<file path="src/rtl/bch_15_7_serial_decoder.sv">
// Serial BCH(15,7,2) decoder: bit-serial syndrome collection,
// one-cycle locator solve, 15-cycle Chien search, held result.
module bch_15_7_serial_decoder (
  input  logic       clk,
  input  logic       rst,
  input  logic       in_bit,
  input  logic       in_valid,
  output logic       in_ready,
  output logic [6:0] out_msg,
  output logic [1:0] out_nerr,
  output logic       out_uncorr,
  output logic       out_valid,
  input  logic       out_ready
);

  typedef enum logic [1:0] {
    COLLECT,
    SOLVE,
    SEARCH,
    DONE
  } state_t;

  function automatic logic [3:0] gf_mul(
    input logic [3:0] a,
    input logic [3:0] b
  );
    logic [3:0] p;
    logic [3:0] t;
    p = 4'h0;
    t = a;
    for (int i = 0; i < 4; i++) begin
      if (b[i]) p = p ^ t;
      t = {t[2:0], 1'b0} ^ (t[3] ? 4'h3 : 4'h0);
    end
    return p;
  endfunction

  function automatic logic [3:0] gf_exp(
    input logic [3:0] e
  );
    logic [3:0] r;
    unique case (e)
      4'd0:    r = 4'h1;
      4'd1:    r = 4'h2;
      4'd2:    r = 4'h4;
      4'd3:    r = 4'h8;
      4'd4:    r = 4'h3;
      4'd5:    r = 4'h6;
      4'd6:    r = 4'hC;
      4'd7:    r = 4'hB;
      4'd8:    r = 4'h5;
      4'd9:    r = 4'hA;
      4'd10:   r = 4'h7;
      4'd11:   r = 4'hE;
      4'd12:   r = 4'hF;
      4'd13:   r = 4'hD;
      4'd14:   r = 4'h9;
      default: r = 4'h1;
    endcase
    return r;
  endfunction

  function automatic logic [3:0] gf_log(
    input logic [3:0] a
  );
    logic [3:0] r;
    unique case (a)
      4'h1:    r = 4'd0;
      4'h2:    r = 4'd1;
      4'h4:    r = 4'd2;
      4'h8:    r = 4'd3;
      4'h3:    r = 4'd4;
      4'h6:    r = 4'd5;
      4'hC:    r = 4'd6;
      4'hB:    r = 4'd7;
      4'h5:    r = 4'd8;
      4'hA:    r = 4'd9;
      4'h7:    r = 4'd10;
      4'hE:    r = 4'd11;
      4'hF:    r = 4'd12;
      4'hD:    r = 4'd13;
      4'h9:    r = 4'd14;
      default: r = 4'd0;
    endcase
    return r;
  endfunction

  function automatic logic [3:0] gf_inv(
    input logic [3:0] a
  );
    return gf_exp(4'd15 - gf_log(a));
  endfunction

  state_t      state_q, state_d;
  logic [14:0] raw_q, raw_d;
  logic [14:0] err_q, err_d;
  logic [3:0]  s1_q, s1_d;
  logic [3:0]  s3_q, s3_d;
  logic [3:0]  cnt_q, cnt_d;
  logic [3:0]  j_q, j_d;
  logic [3:0]  sig1_q, sig1_d;
  logic [3:0]  sig2_q, sig2_d;
  logic [1:0]  e_q, e_d;
  logic        flag_q, flag_d;
  logic [1:0]  roots_q, roots_d;
  logic [6:0]  msg_q, msg_d;
  logic [1:0]  nerr_q, nerr_d;
  logic        unc_q, unc_d;
  logic        ov_q, ov_d;

  logic [3:0]  s1_cube;
  logic [4:0]  j2;
  logic [3:0]  loc_val;
  logic [14:0] corr;
  logic        fail;

  assign s1_cube = gf_mul(gf_mul(s1_q, s1_q), s1_q);
  assign j2      = ({1'b0, j_q} << 1) >= 5'd15
                 ? ({1'b0, j_q} << 1) - 5'd15
                 : ({1'b0, j_q} << 1);
  assign loc_val = gf_exp(j2[3:0])
                 ^ gf_mul(sig1_q, gf_exp(j_q))
                 ^ sig2_q;
  assign corr    = raw_q ^ err_q;
  assign fail    = flag_q | (roots_q != e_q);

  assign in_ready   = (state_q == COLLECT);
  assign out_msg    = msg_q;
  assign out_nerr   = nerr_q;
  assign out_uncorr = unc_q;
  assign out_valid  = ov_q;

  // Next-state and datapath updates for each decoder phase
  always_comb begin
    state_d = state_q;
    raw_d   = raw_q;
    err_d   = err_q;
    s1_d    = s1_q;
    s3_d    = s3_q;
    cnt_d   = cnt_q;
    j_d     = j_q;
    sig1_d  = sig1_q;
    sig2_d  = sig2_q;
    e_d     = e_q;
    flag_d  = flag_q;
    roots_d = roots_q;
    msg_d   = msg_q;
    nerr_d  = nerr_q;
    unc_d   = unc_q;
    ov_d    = ov_q;
    unique case (state_q)
      COLLECT: begin
        if (in_valid) begin
          raw_d = {raw_q[13:0], in_bit};
          s1_d  = gf_mul(s1_q, 4'h2) ^ {3'b0, in_bit};
          s3_d  = gf_mul(s3_q, 4'h8) ^ {3'b0, in_bit};
          if (cnt_q == 4'd14) begin
            cnt_d   = 4'd0;
            state_d = SOLVE;
          end else begin
            cnt_d = cnt_q + 4'd1;
          end
        end
      end
      SOLVE: begin
        sig1_d  = s1_q;
        sig2_d  = (s1_q != 4'h0)
                ? gf_mul(s3_q ^ s1_cube, gf_inv(s1_q))
                : 4'h0;
        if (s1_q == 4'h0 && s3_q == 4'h0)
          e_d = 2'd0;
        else if (s1_q != 4'h0 && s3_q == s1_cube)
          e_d = 2'd1;
        else
          e_d = 2'd2;
        flag_d  = (s1_q == 4'h0) && (s3_q != 4'h0);
        err_d   = 15'h0;
        roots_d = 2'd0;
        j_d     = 4'd0;
        state_d = SEARCH;
      end
      SEARCH: begin
        if (loc_val == 4'h0) begin
          err_d   = err_q | (15'd1 << j_q);
          roots_d = (roots_q == 2'd3) ? 2'd3 : roots_q + 2'd1;
        end
        if (j_q == 4'd14) begin
          j_d     = 4'd0;
          state_d = DONE;
        end else begin
          j_d = j_q + 4'd1;
        end
      end
      DONE: begin
        if (!ov_q) begin
          ov_d   = 1'b1;
          unc_d  = fail;
          msg_d  = fail ? raw_q[14:8] : corr[14:8];
          nerr_d = fail ? 2'd0 : e_q;
        end else if (out_ready) begin
          ov_d    = 1'b0;
          state_d = COLLECT;
          s1_d    = 4'h0;
          s3_d    = 4'h0;
          cnt_d   = 4'd0;
          j_d     = 4'd0;
          roots_d = 2'd0;
          err_d   = 15'h0;
        end
      end
    endcase
  end

  // State and datapath registers with synchronous reset
  always_ff @(posedge clk) begin
    if (rst) begin
      state_q <= COLLECT;
      raw_q   <= '0;
      err_q   <= '0;
      s1_q    <= '0;
      s3_q    <= '0;
      cnt_q   <= '0;
      j_q     <= '0;
      sig1_q  <= '0;
      sig2_q  <= '0;
      e_q     <= '0;
      flag_q  <= 1'b0;
      roots_q <= '0;
      msg_q   <= '0;
      nerr_q  <= '0;
      unc_q   <= 1'b0;
      ov_q    <= 1'b0;
    end else begin
      state_q <= state_d;
      raw_q   <= raw_d;
      err_q   <= err_d;
      s1_q    <= s1_d;
      s3_q    <= s3_d;
      cnt_q   <= cnt_d;
      j_q     <= j_d;
      sig1_q  <= sig1_d;
      sig2_q  <= sig2_d;
      e_q     <= e_d;
      flag_q  <= flag_d;
      roots_q <= roots_d;
      msg_q   <= msg_d;
      nerr_q  <= nerr_d;
      unc_q   <= unc_d;
      ov_q    <= ov_d;
    end
  end

endmodule

</file>
<file path="config.mk">
export PLATFORM = sky130hd
export DESIGN_NAME = bch_15_7_serial_decoder
export DESIGN_NICKNAME = d
export VERILOG_FILES = /design/src/rtl/bch_15_7_serial_decoder.sv
export SDC_FILE = /design/constraint.sdc
export NUM_CORES = 1
export LEC_CHECK = 0
export CAP_MARGIN = 15
export CORE_ASPECT_RATIO = 1.4
export CORE_MARGIN = 2
export CORE_UTILIZATION = 35
export CTS_CLUSTER_SIZE = 40
export DETAILED_ROUTE_END_ITERATION = 12
export SLEW_MARGIN = 30
export SYNTH_ARGS = -nofsm -noshare
export SYNTH_HDL_FRONTEND = slang
export SYNTH_SLANG_ARGS = --single-unit
</file>
<file path="constraint.sdc">
create_clock -name clk -period 5.8 [get_ports clk]
set_input_delay 0.87 -clock clk [delete_from_list [all_inputs] [get_ports clk]]
set_output_delay 0.87 -clock clk [all_outputs]
set_load 0.01 [all_outputs]
</file>
==> flow_summary.toml <==
[run_status]
result_of_the_run = "completed"

[cts]
cts_buffers = 9
cts.htree.levels = 3
tritoncts = "built"
holdBufCountCts = 0
clk_transition_reported_paths_ns = 0.06
worstSkewPairLatency_ns = 0.34
postCtsSetupBuffers = 0
cts_root_buffer = "sky130_fd_sc_hd__clkbuf_16"
cts-root-to-sink-buffers = 2
cts_resized = 0
clock_sink_count = 72

[routing]
dr_total_vias = 4147
detail_route.first_pass.iterations = 5
m1WireLength_um = 4650
vias_per_cell = 5.13
detail-route-antenna-nets = 0
wl_um = 11200
remaining_drc_errors = 0
route.met2.wl_um = 6000
route.met3.wl_um = 271
top_layer_used = "met4"
initialDrtViolationCount = 115
wl_per_cell_um = 13.8

[layout]
design_area_final_um2 = 5630
nNetsFinal = 667
antennaDiodeCount = 0
final_layout_size_suffix_gt1_frac = 0.0737
final_util = 0.401
area_delta_synth_final_pct = 11.5

[synth]
total_nets_after_synthesis = 672
synth_adder_area_share = 0.107
synth-edff-count = 0
largest_family_of_logic_cells_by_synthesized_area = "simple AND/OR/NAND/NOR gates"
avgSynthCellArea_um2 = 8.09
yosys-mux-area-fraction = 0.0553
ys.flop_type = "sky130_fd_sc_hd__dfxtp_1"
yosys.area_share.simple = 0.200
postSynthRegisterBits = 72
yosys.area_share.xor_xnor = 0.123
synthesis.yosys.warnings = 0
synth_compound_gate_area_share = 0.175
synth-seq-area-share = 0.285
yosysUniqueCellTypes = 65
post_synth_instance_area_um2 = 5050
ys_async_sr_fraction = 0
post_synthesis_instance_total = 624

[timing]
final-setup-viol-count = 0
slew_viol_final = 0
layout_worst_path_cycle_share = 0.702
holdWs_ns = 0.448
timing_hold_violations_final = 0
unrepaired_setup_endpoints_after_global_routing = "false"
final.setup_skew_ns = 0.00739
layout_setup_ws_ns = 1.73
timing.slew.headroom = 0.393
setup-tns-final_ns = 0
fmaxAchievable_mhz = 246
worstMarginPinSlew_ns = 0.909
final.min_clock_period_ns = 4.07

[global_routing]
grt_overflow_total = 0
all_layer_global_routing_usage = 0.150
first_global_vias = 4011
wire_length_of_the_first_global_routing_pass_um = 19100
grt_max_degree = 46
number_of_antenna_violations_at_the_first_check_in_global_routing = 0

[pwr]
seqPwrFrac = 0.421
switching_power_w = 0.000289
power_frac_clock = 0.505
power_leakage_nw = 2.07
worst_ir_drop_vdd_v = 0.000116
power_report.internal_total_w = 0.000918
comb_power_share = 0.074
p_per_area_nw_per_um2 = 214
net_switching_share_of_the_total_power = 0.239

[die]
floorplan.die.width_um = 106
std_cell_rows = 51
boundary_pin_count = 17
die_height_um = 146
initial_core_utilization = 0.360
core_region_area_um2 = 14000
area_of_the_die_um2 = 15400

[critical_path]
end_kind = "register"
critical_path.reg2reg.endpoint = "sig2_q[1]"
cpMaxStageDelayCell = "sky130_fd_sc_hd__dfxtp_1"
ff2ff_setup_slack_ns = 1.73
path_buf_inv = 0
cp_top_family = "XOR/XNOR gates"
timing.critical_path.fanout_max = 25
r2r.worst_path.cells = 11
path_class = "register to register"
path_common_cell = "sky130_fd_sc_hd__ha_1"
reg2reg_from = "s1_q[3]"
critical_path.startpoint_type = "register"
worst_path_largest_cell_delay_ns = 0.91
cp_cell_sequence = "ha_1 -> xor2_2 -> a21oi_1 -> or4_1 -> o211ai_2 -> xnor2_2 -> ha_1 -> nand2_1 -> xor2_1 -> xnor3_1 -> a22o_1"
worstPathRequired_ns = 6.03
worst-endpoint-arrival_ns = 4.30

[placement]
detailedPlace.worstSlack_ns = 1.78
estimated_wirelength_of_the_detail_placed_design_um = 8250
final_weighted_congestion_in_routability_driven_placement = 0.825
detailed_place.area_um2 = 5300
io_buffer_count = 16

[worst_hold_path]
hold_depth = 2
hold_end = "raw_q[2]"
min-delay-start = "raw_q[1]"
hold_path_class = "register to register"

[run]
max_cap_viol_count = 0
==> how the worst max path moves through the flow <==
stage | from | end | slack (ns) | depth (start not counted)
floorplan | s1_q[3] | sig2_q[1] | 2.61 | 12
detailed placement | s1_q[3] | sig2_q[1] | 1.78 | 11
finish | s1_q[3] | sig2_q[1] | 1.73 | 11
global route | s1_q[3] | sig2_q[1] | 1.45 | 11
global placement | s1_q[3] | sig2_q[1] | 1.85 | 11
CTS | s1_q[3] | sig2_q[1] | 1.75 | 11
==> layer usage <==
| layer | global-route usage | up-vias |
|---|---|---|
| met5 | 0 | - |
| met4 | 0.0559 | 0 |
| met3 | 0.0286 | 18 |
| met2 | 0.275 | 54 |
| met1 | 0.171 | 1952 |
| li1 | - | 2123 |
==> Yosys cell counts (4+ instances only) <==
master / n / share of area
sky130_fd_sc_hd__nor3b_1: 4 / 0.0059
sky130_fd_sc_hd__nand2b_1: 13 / 0.016
sky130_fd_sc_hd__mux2i_1: 11 / 0.022
sky130_fd_sc_hd__clkbuf_1: 21 / 0.016
sky130_fd_sc_hd__xor2_1: 19 / 0.033
sky130_fd_sc_hd__nor2_1: 66 / 0.049
sky130_fd_sc_hd__nand3_1: 13 / 0.013
sky130_fd_sc_hd__or2_2: 4 / 0.0050
sky130_fd_sc_hd__nand4_1: 5 / 0.0062
sky130_fd_sc_hd__nor3_1: 11 / 0.011
sky130_fd_sc_hd__buf_1: 6 / 0.0045
sky130_fd_sc_hd__a21o_1: 4 / 0.0059
sky130_fd_sc_hd__a22o_1: 4 / 0.0069
sky130_fd_sc_hd__a31oi_1: 8 / 0.0099
sky130_fd_sc_hd__o211ai_1: 8 / 0.012
sky130_fd_sc_hd__o21ai_0: 24 / 0.024
sky130_fd_sc_hd__mux4_2: 4 / 0.018
sky130_fd_sc_hd__a21oi_1: 52 / 0.052
sky130_fd_sc_hd__inv_1: 29 / 0.022
sky130_fd_sc_hd__mux2_2: 5 / 0.011
sky130_fd_sc_hd__nand2_1: 80 / 0.059
sky130_fd_sc_hd__nor2b_1: 7 / 0.0087
sky130_fd_sc_hd__dfxtp_1: 72 / 0.29
sky130_fd_sc_hd__xnor3_1: 4 / 0.018
sky130_fd_sc_hd__ha_1: 43 / 0.11
sky130_fd_sc_hd__xnor2_1: 36 / 0.062
sky130_fd_sc_hd__a211oi_1: 12 / 0.018
==> worst reg2reg max path: cells and delay by family, from the launching register on <==
| kind | cells | cell delay [ns] |
|---|---|---|
| DFF | 1 | 0.91 |
| adders and majority gates | 2 | 0.89 |
| xor gates and xnor gates | 4 | 1.09 |
| AOI/OAI and AO/OA | 3 | 0.43 |
| and+or+nand+nor | 2 | 0.64 |
==> cells in the final DEF (no fill, tap or decap), types with 3 or more instances in the layout <==
cell type | synthesis | final
sky130_fd_sc_hd__a21oi_1 | 52 | 52
sky130_fd_sc_hd__or2_2 | 4 | 4
sky130_fd_sc_hd__and2_1 | 3 | 3
sky130_fd_sc_hd__xnor2_1 | 36 | 36
sky130_fd_sc_hd__clkbuf_16 | 0 | 9
sky130_fd_sc_hd__ha_1 | 43 | 43
sky130_fd_sc_hd__dfxtp_1 | 72 | 72
sky130_fd_sc_hd__nand4_1 | 5 | 5
sky130_fd_sc_hd__nand3b_1 | 3 | 3
sky130_fd_sc_hd__nor2b_1 | 7 | 7
sky130_fd_sc_hd__mux2_2 | 5 | 5
sky130_fd_sc_hd__a21o_1 | 4 | 4
sky130_fd_sc_hd__a211oi_1 | 12 | 12
sky130_fd_sc_hd__nor3_1 | 11 | 10
sky130_fd_sc_hd__nand2_1 | 80 | 80
sky130_fd_sc_hd__nand3_1 | 13 | 13
sky130_fd_sc_hd__mux4_2 | 4 | 4
sky130_fd_sc_hd__a31oi_1 | 8 | 8
sky130_fd_sc_hd__inv_1 | 29 | 29
sky130_fd_sc_hd__or3_1 | 3 | 3
sky130_fd_sc_hd__mux2i_1 | 11 | 11
sky130_fd_sc_hd__clkdlybuf4s50_1 | 0 | 15
sky130_fd_sc_hd__xor2_1 | 19 | 19
sky130_fd_sc_hd__nand2b_1 | 13 | 13
sky130_fd_sc_hd__nor2_1 | 66 | 66
sky130_fd_sc_hd__a22o_1 | 4 | 4
sky130_fd_sc_hd__xnor3_1 | 4 | 4
sky130_fd_sc_hd__nor3b_1 | 4 | 4
sky130_fd_sc_hd__a2bb2oi_1 | 3 | 3
sky130_fd_sc_hd__o22ai_1 | 3 | 3
sky130_fd_sc_hd__o21ai_0 | 24 | 24
sky130_fd_sc_hd__o211ai_1 | 8 | 8
==> kinds of logic (layout without fill, tap and decap cells) <==
kind of cell | Yosys count | after routing
and+or+nand+nor | 221 | 221
AOI/OAI and AO/OA | 139 | 139
DFF | 72 | 72
buffers and inverters | 66 | 66
xor gates and xnor gates | 62 | 62
adders and majority gates | 43 | 43
muxes | 21 | 21
==> stage by stage <==
stage	power, W	instances
floorplan	0.000589	624
global placement	0.000606	793
detailed placement	0.000608	793
CTS	0.00122	809
global route	0.00125	809
finish	0.00121	809
==> power groups by stage <==
stage	clock network, W	logic, W	registers, W
floorplan	0	0.0000757	0.000513
global placement	0	0.0000880	0.000518
detailed placement	0	0.0000900	0.000519
CTS	0.000621	0.0000904	0.000507
global route	0.000639	0.000101	0.000508
finish	0.000609	0.0000894	0.000508
==> cell type report <==
cell class,count,area (um^2)
clock buffer,9,225
clock inverter,7,103
fill,1437,8410
inverter,32,120
multi-input combinational,486,3340
sequential,72,1440
tap,185,231
timing repair buffer,18,170
Note: power is estimated with default switching activity, not from simulation.
==> edit 1, RTL diff (config.mk and constraints unchanged) <==
Encoding of `state_t`: now one-hot (4 bits for 4 states).
--- a/src/rtl/bch_15_7_serial_decoder.sv
+++ b/src/rtl/bch_15_7_serial_decoder.sv
@@ -13,11 +13,11 @@
   input  logic       out_ready
 );
 
-  typedef enum logic [1:0] {
-    COLLECT,
-    SOLVE,
-    SEARCH,
-    DONE
+  typedef enum logic [3:0] {
+    COLLECT = 4'b0001,
+    SOLVE   = 4'b0010,
+    SEARCH  = 4'b0100,
+    DONE    = 4'b1000
   } state_t;
 
   function automatic logic [3:0] gf_mul(
Check against the original RTL: same outputs for any inputs over 10 cycles, from zero or initial values and one cycle with rst high; not proved beyond that.
==> edit 1 against the unedited design <==
Sequential power grew 5.1%. Routed wire length grew 3.4%. Synthesized cell count grew 1.6%. Sequential share of layout area grew 0.53 points. Fmax shrank 4.1%. Design area grew 0.69%. Synthesized area grew 1.5%. Sequential cell count grew 2. Worst setup slack lost 0.17 ns. Final cell count grew 1.6%. Power grew 2.0%. Largest power group unchanged.
==> edit 1: results (changes against the unedited design) <==
| Metric | Value |
|---|---|
| Outcome | complete, no violations |
| Worst Reg2Reg Path Length in Cells | 13 (+2) |
| CP arrival | 4.47 ns (+0.17 ns) |
| First-pass GRT wire length | 19600 um (+2.5%) |
| Layout Cells excl Fill | 822 (+1.6%) |
| Slew Limit Headroom | 37.0% (-2.4 points) |
| Crit path largest cell delay | 0.80 ns (-0.11 ns) |
| Met3 Resource Use GR | 1.91% (-0.95 points) |
| Number of global-route vias before repair | 4001 (-0.25%) |
| Number of fill cells | 1478 (+2.9%) |
| Met2 Usage GRT | 28.2% (+0.66 points) |
| Via count | 4210 (+1.5%) |
| Worst r2r dst | sig2_q[2] |
| Wire per inst | 14.1 um (+1.8%) |
| Clk slew on worst S/H paths | 0.06 ns (about the same) |
| Gpl congestion | 0.825 (about the same) |
| CTS root buf | clkbuf_16 |
| Synth area leaders | dfxtp_1 (29%), ha_1 (9.3%), nand2_1 (6.7%), a21oi_1 (6.2%), xnor2_1 (5.0%) |
| Met3 WL | 163 um (-40%) |
| Share of cells above drive strength 1 | 7.58% (+0.21 points) |
| Met2 WL | 6220 um (+3.7%) |
| Synth Instances | 634 (+1.6%) |
| Post-CTS Setup Repair Bufs | 0 (unchanged) |
| DRT Pass-1 Iters | 4 (-1) |
| Top_reg_cell synth | dfxtp_1 |
| Peak supply drop | 0.000116 V (-0.29%) |
| Placed cell count | 806 (+1.6%) |
| Final layout net count | 671 (+0.60%) |
| GRT Total Usage | 15.4% (+0.39 points) |
| Synth Net Count | 677 (+0.74%) |
| Largest net degree at the start of global routing | 41 (-11%) |
| Hpwl dp | 8680 um (+5.2%) |
| Metal-1 WL | 4850 um (+4.3%) |
| DP Area | 5370 um2 (+1.3%) |
| Tmin final | 4.24 ns (+0.175 ns) |
| Met1 Use GR | 18.0% (+0.85 points) |
| Crit. End Element | flip-flop |
| Top Family by Delay on Critical Path | simple AND/OR/NAND/NOR gates |
| DR iter-0 viols | 150 (+30%) |
| Hold Worst Slack | 0.454 ns (+0.00612 ns) |
| Pre-CTS setup slack | 1.61 ns (-0.164 ns) |
| Synth cell types | 69 (+6.2%) |
| Worst clock skew | 0.0106 ns (+0.00318 ns) |
| Hold Startpoint | raw_q[4] |
| Seq/Total Area, Yosys | 28.9% (+0.37 points) |
| Synth top cells by count | nand2_1 (91), dfxtp_1 (74), a21oi_1 (63), nor2_1 (63), ha_1 (38) |
| Hold worst-path end | raw_q[5] |
| Crit Path Max Fanout | 22 (-12%) |
| Leakage | 2.06 nW (-0.36%) |
| FF-to-FF Start | s1_q[2] |
[edit 1: final cells by class]
| type | count | area [um2] | area share, % |
|---|---|---|---|
| Clock buffer | 11 | 233 | 4.11 |
| Clock inverter | 5 | 65.1 | 1.15 |
| Inverter | 30 | 113 | 1.99 |
| Multi-Input combinational cell | 496 | 3380 | 59.6 |
| Sequential cell | 74 | 1480 | 26.1 |
| Tap cell | 189 | 236 | 4.17 |
| Timing Repair Buffer | 17 | 163 | 2.87 |
[edit 1: power breakdown]
part | leakage [nW] | total [mW] | switching (mW) | internal (mW)
logic | 1.32 | 0.141 | 0.0886 | 0.0523
registers | 0.597 | 0.534 | 0.0164 | 0.517
clock network | 0.144 | 0.556 | 0.220 | 0.336
[edit 1: cells by family after synthesis]
family          count (synthesis)  share of synthesized area (%)
flops                          74                           28.9
fa+ha+maj                      38                           9.28
mux                            18                           4.84
xor+xnor                       57                           11.7
compound gates                148                           18.8
simple gates                  235                           21.2
buf+inv                        64                           5.30
==> edit 2, RTL diff (config.mk and constraints unchanged) <==
Without the edit above. Compare `cnt_q` against `4'd14` with >= in place of ==.
--- a/src/rtl/bch_15_7_serial_decoder.sv
+++ b/src/rtl/bch_15_7_serial_decoder.sv
@@ -154,7 +154,7 @@
           raw_d = {raw_q[13:0], in_bit};
           s1_d  = gf_mul(s1_q, 4'h2) ^ {3'b0, in_bit};
           s3_d  = gf_mul(s3_q, 4'h8) ^ {3'b0, in_bit};
-          if (cnt_q == 4'd14) begin
+          if (cnt_q >= 4'd14) begin
             cnt_d   = 4'd0;
             state_d = SOLVE;
           end else begin
Formal check against the unedited RTL: no difference found for any inputs over 10 cycles, from zero or initial values and one cycle with rst high; that may be too few to reach the edited logic, so the function may still have changed.
==> edit 2 against the unedited design <==
Worst setup slack worse by 0.065 ns. Power shrank 7.6%. Die area fell by 0.21%. Worst hold slack better by 0.0045 ns. Design area fell by 1.4%. Synthesized area is 0.22% lower. Fmax down 1.6%. Routed wire length fell by 2.5%. Sequential cell count is the same. Sequential share of layout area rose by 0.35 points. Synthesized cell count down 0.32%. Critical endpoint is now sig2_q[2]. Largest power group is now sequential cells.
==> edit 2: results (changes against the unedited design) <==
| Metric | Value |
|---|---|
| Seq/Total Area, Yosys | 28.6% (+0.064 points) |
| First-pass GRT wire length | 18700 um (-1.9%) |
| DR iter-0 viols | 141 (+23%) |
| FF-to-FF Start | s1_q[0] |
| Switch Pwr | 0.275 mW (-4.7%) |
| GRT Total Usage | 14.8% (-0.29 points) |
| Tmin final | 4.13 ns (+0.0654 ns) |
| Synth top cells by count | nand2_1 (80), dfxtp_1 (72), nor2_1 (70) |
| Hold Startpoint | raw_q[0] |
| Wire per inst | 13.6 um (-1.7%) |
| Layout Cells excl Fill | 803 (-0.74%) |
| Hold worst-path end | raw_q[1] |
| Gpl congestion | 0.801 (-2.8%) |
| Share of cells above drive strength 1 | 7.44% (+0.072 points) |
| DRT Pass-1 Iters | 4 (-1) |
| Number of fill cells | 1426 (-0.77%) |
| Tot Pwr | 1.12 mW (-7.6%) |
| Avg Cell Area, Syn | 8.10 um2 (about the same) |
| Crit path largest cell delay | 0.87 ns (-0.04 ns) |
| Worst r2r dst | sig2_q[2] |
| Worst-margin pin slew | 0.859 ns (-0.0500 ns) |
| Placed cell count | 787 (-0.76%) |
| Outcome | complete, no violations |
| Peak supply drop | 0.000119 V (+2.0%) |
| Largest net degree at the start of global routing | 38 (-17%) |
edit 2: cells by family (layout without fill, tap and decap cells):
| family | after synthesis | after routing | share of synthesized area [%] |
|---|---|---|---|
| compound gates | 133 | 133 | 17.1 |
| xor+xnor | 61 | 61 | 12.3 |
| fa+ha+maj | 43 | 43 | 10.7 |
| buf+inv | 73 | 69 | 5.96 |
| flops | 72 | 72 | 28.6 |
| mux | 23 | 23 | 5.98 |
| simple gates | 217 | 217 | 19.4 |
edit 2: area by class of cell:
class,count,area [um2],share of cell area (%)
tap,185,231,4.17
timing repair buffer,19,178,3.20
clock inverter,6,35.0,0.631
clock buffer,10,239,4.30
multi-input combinational,477,3300,59.5
inverter,34,128,2.30
sequential,72,1440,26.0
edit 2: metal layers:
layer / vias to the layer above / global-route usage, % / wire, um
met5: - / 0 / 0
met4: 0 / 6.80 / 281
met3: 18 / 2.28 / 188
met2: 49 / 27.5 / 5800
met1: 1936 / 16.0 / 4630
li1: 2095 / - / -
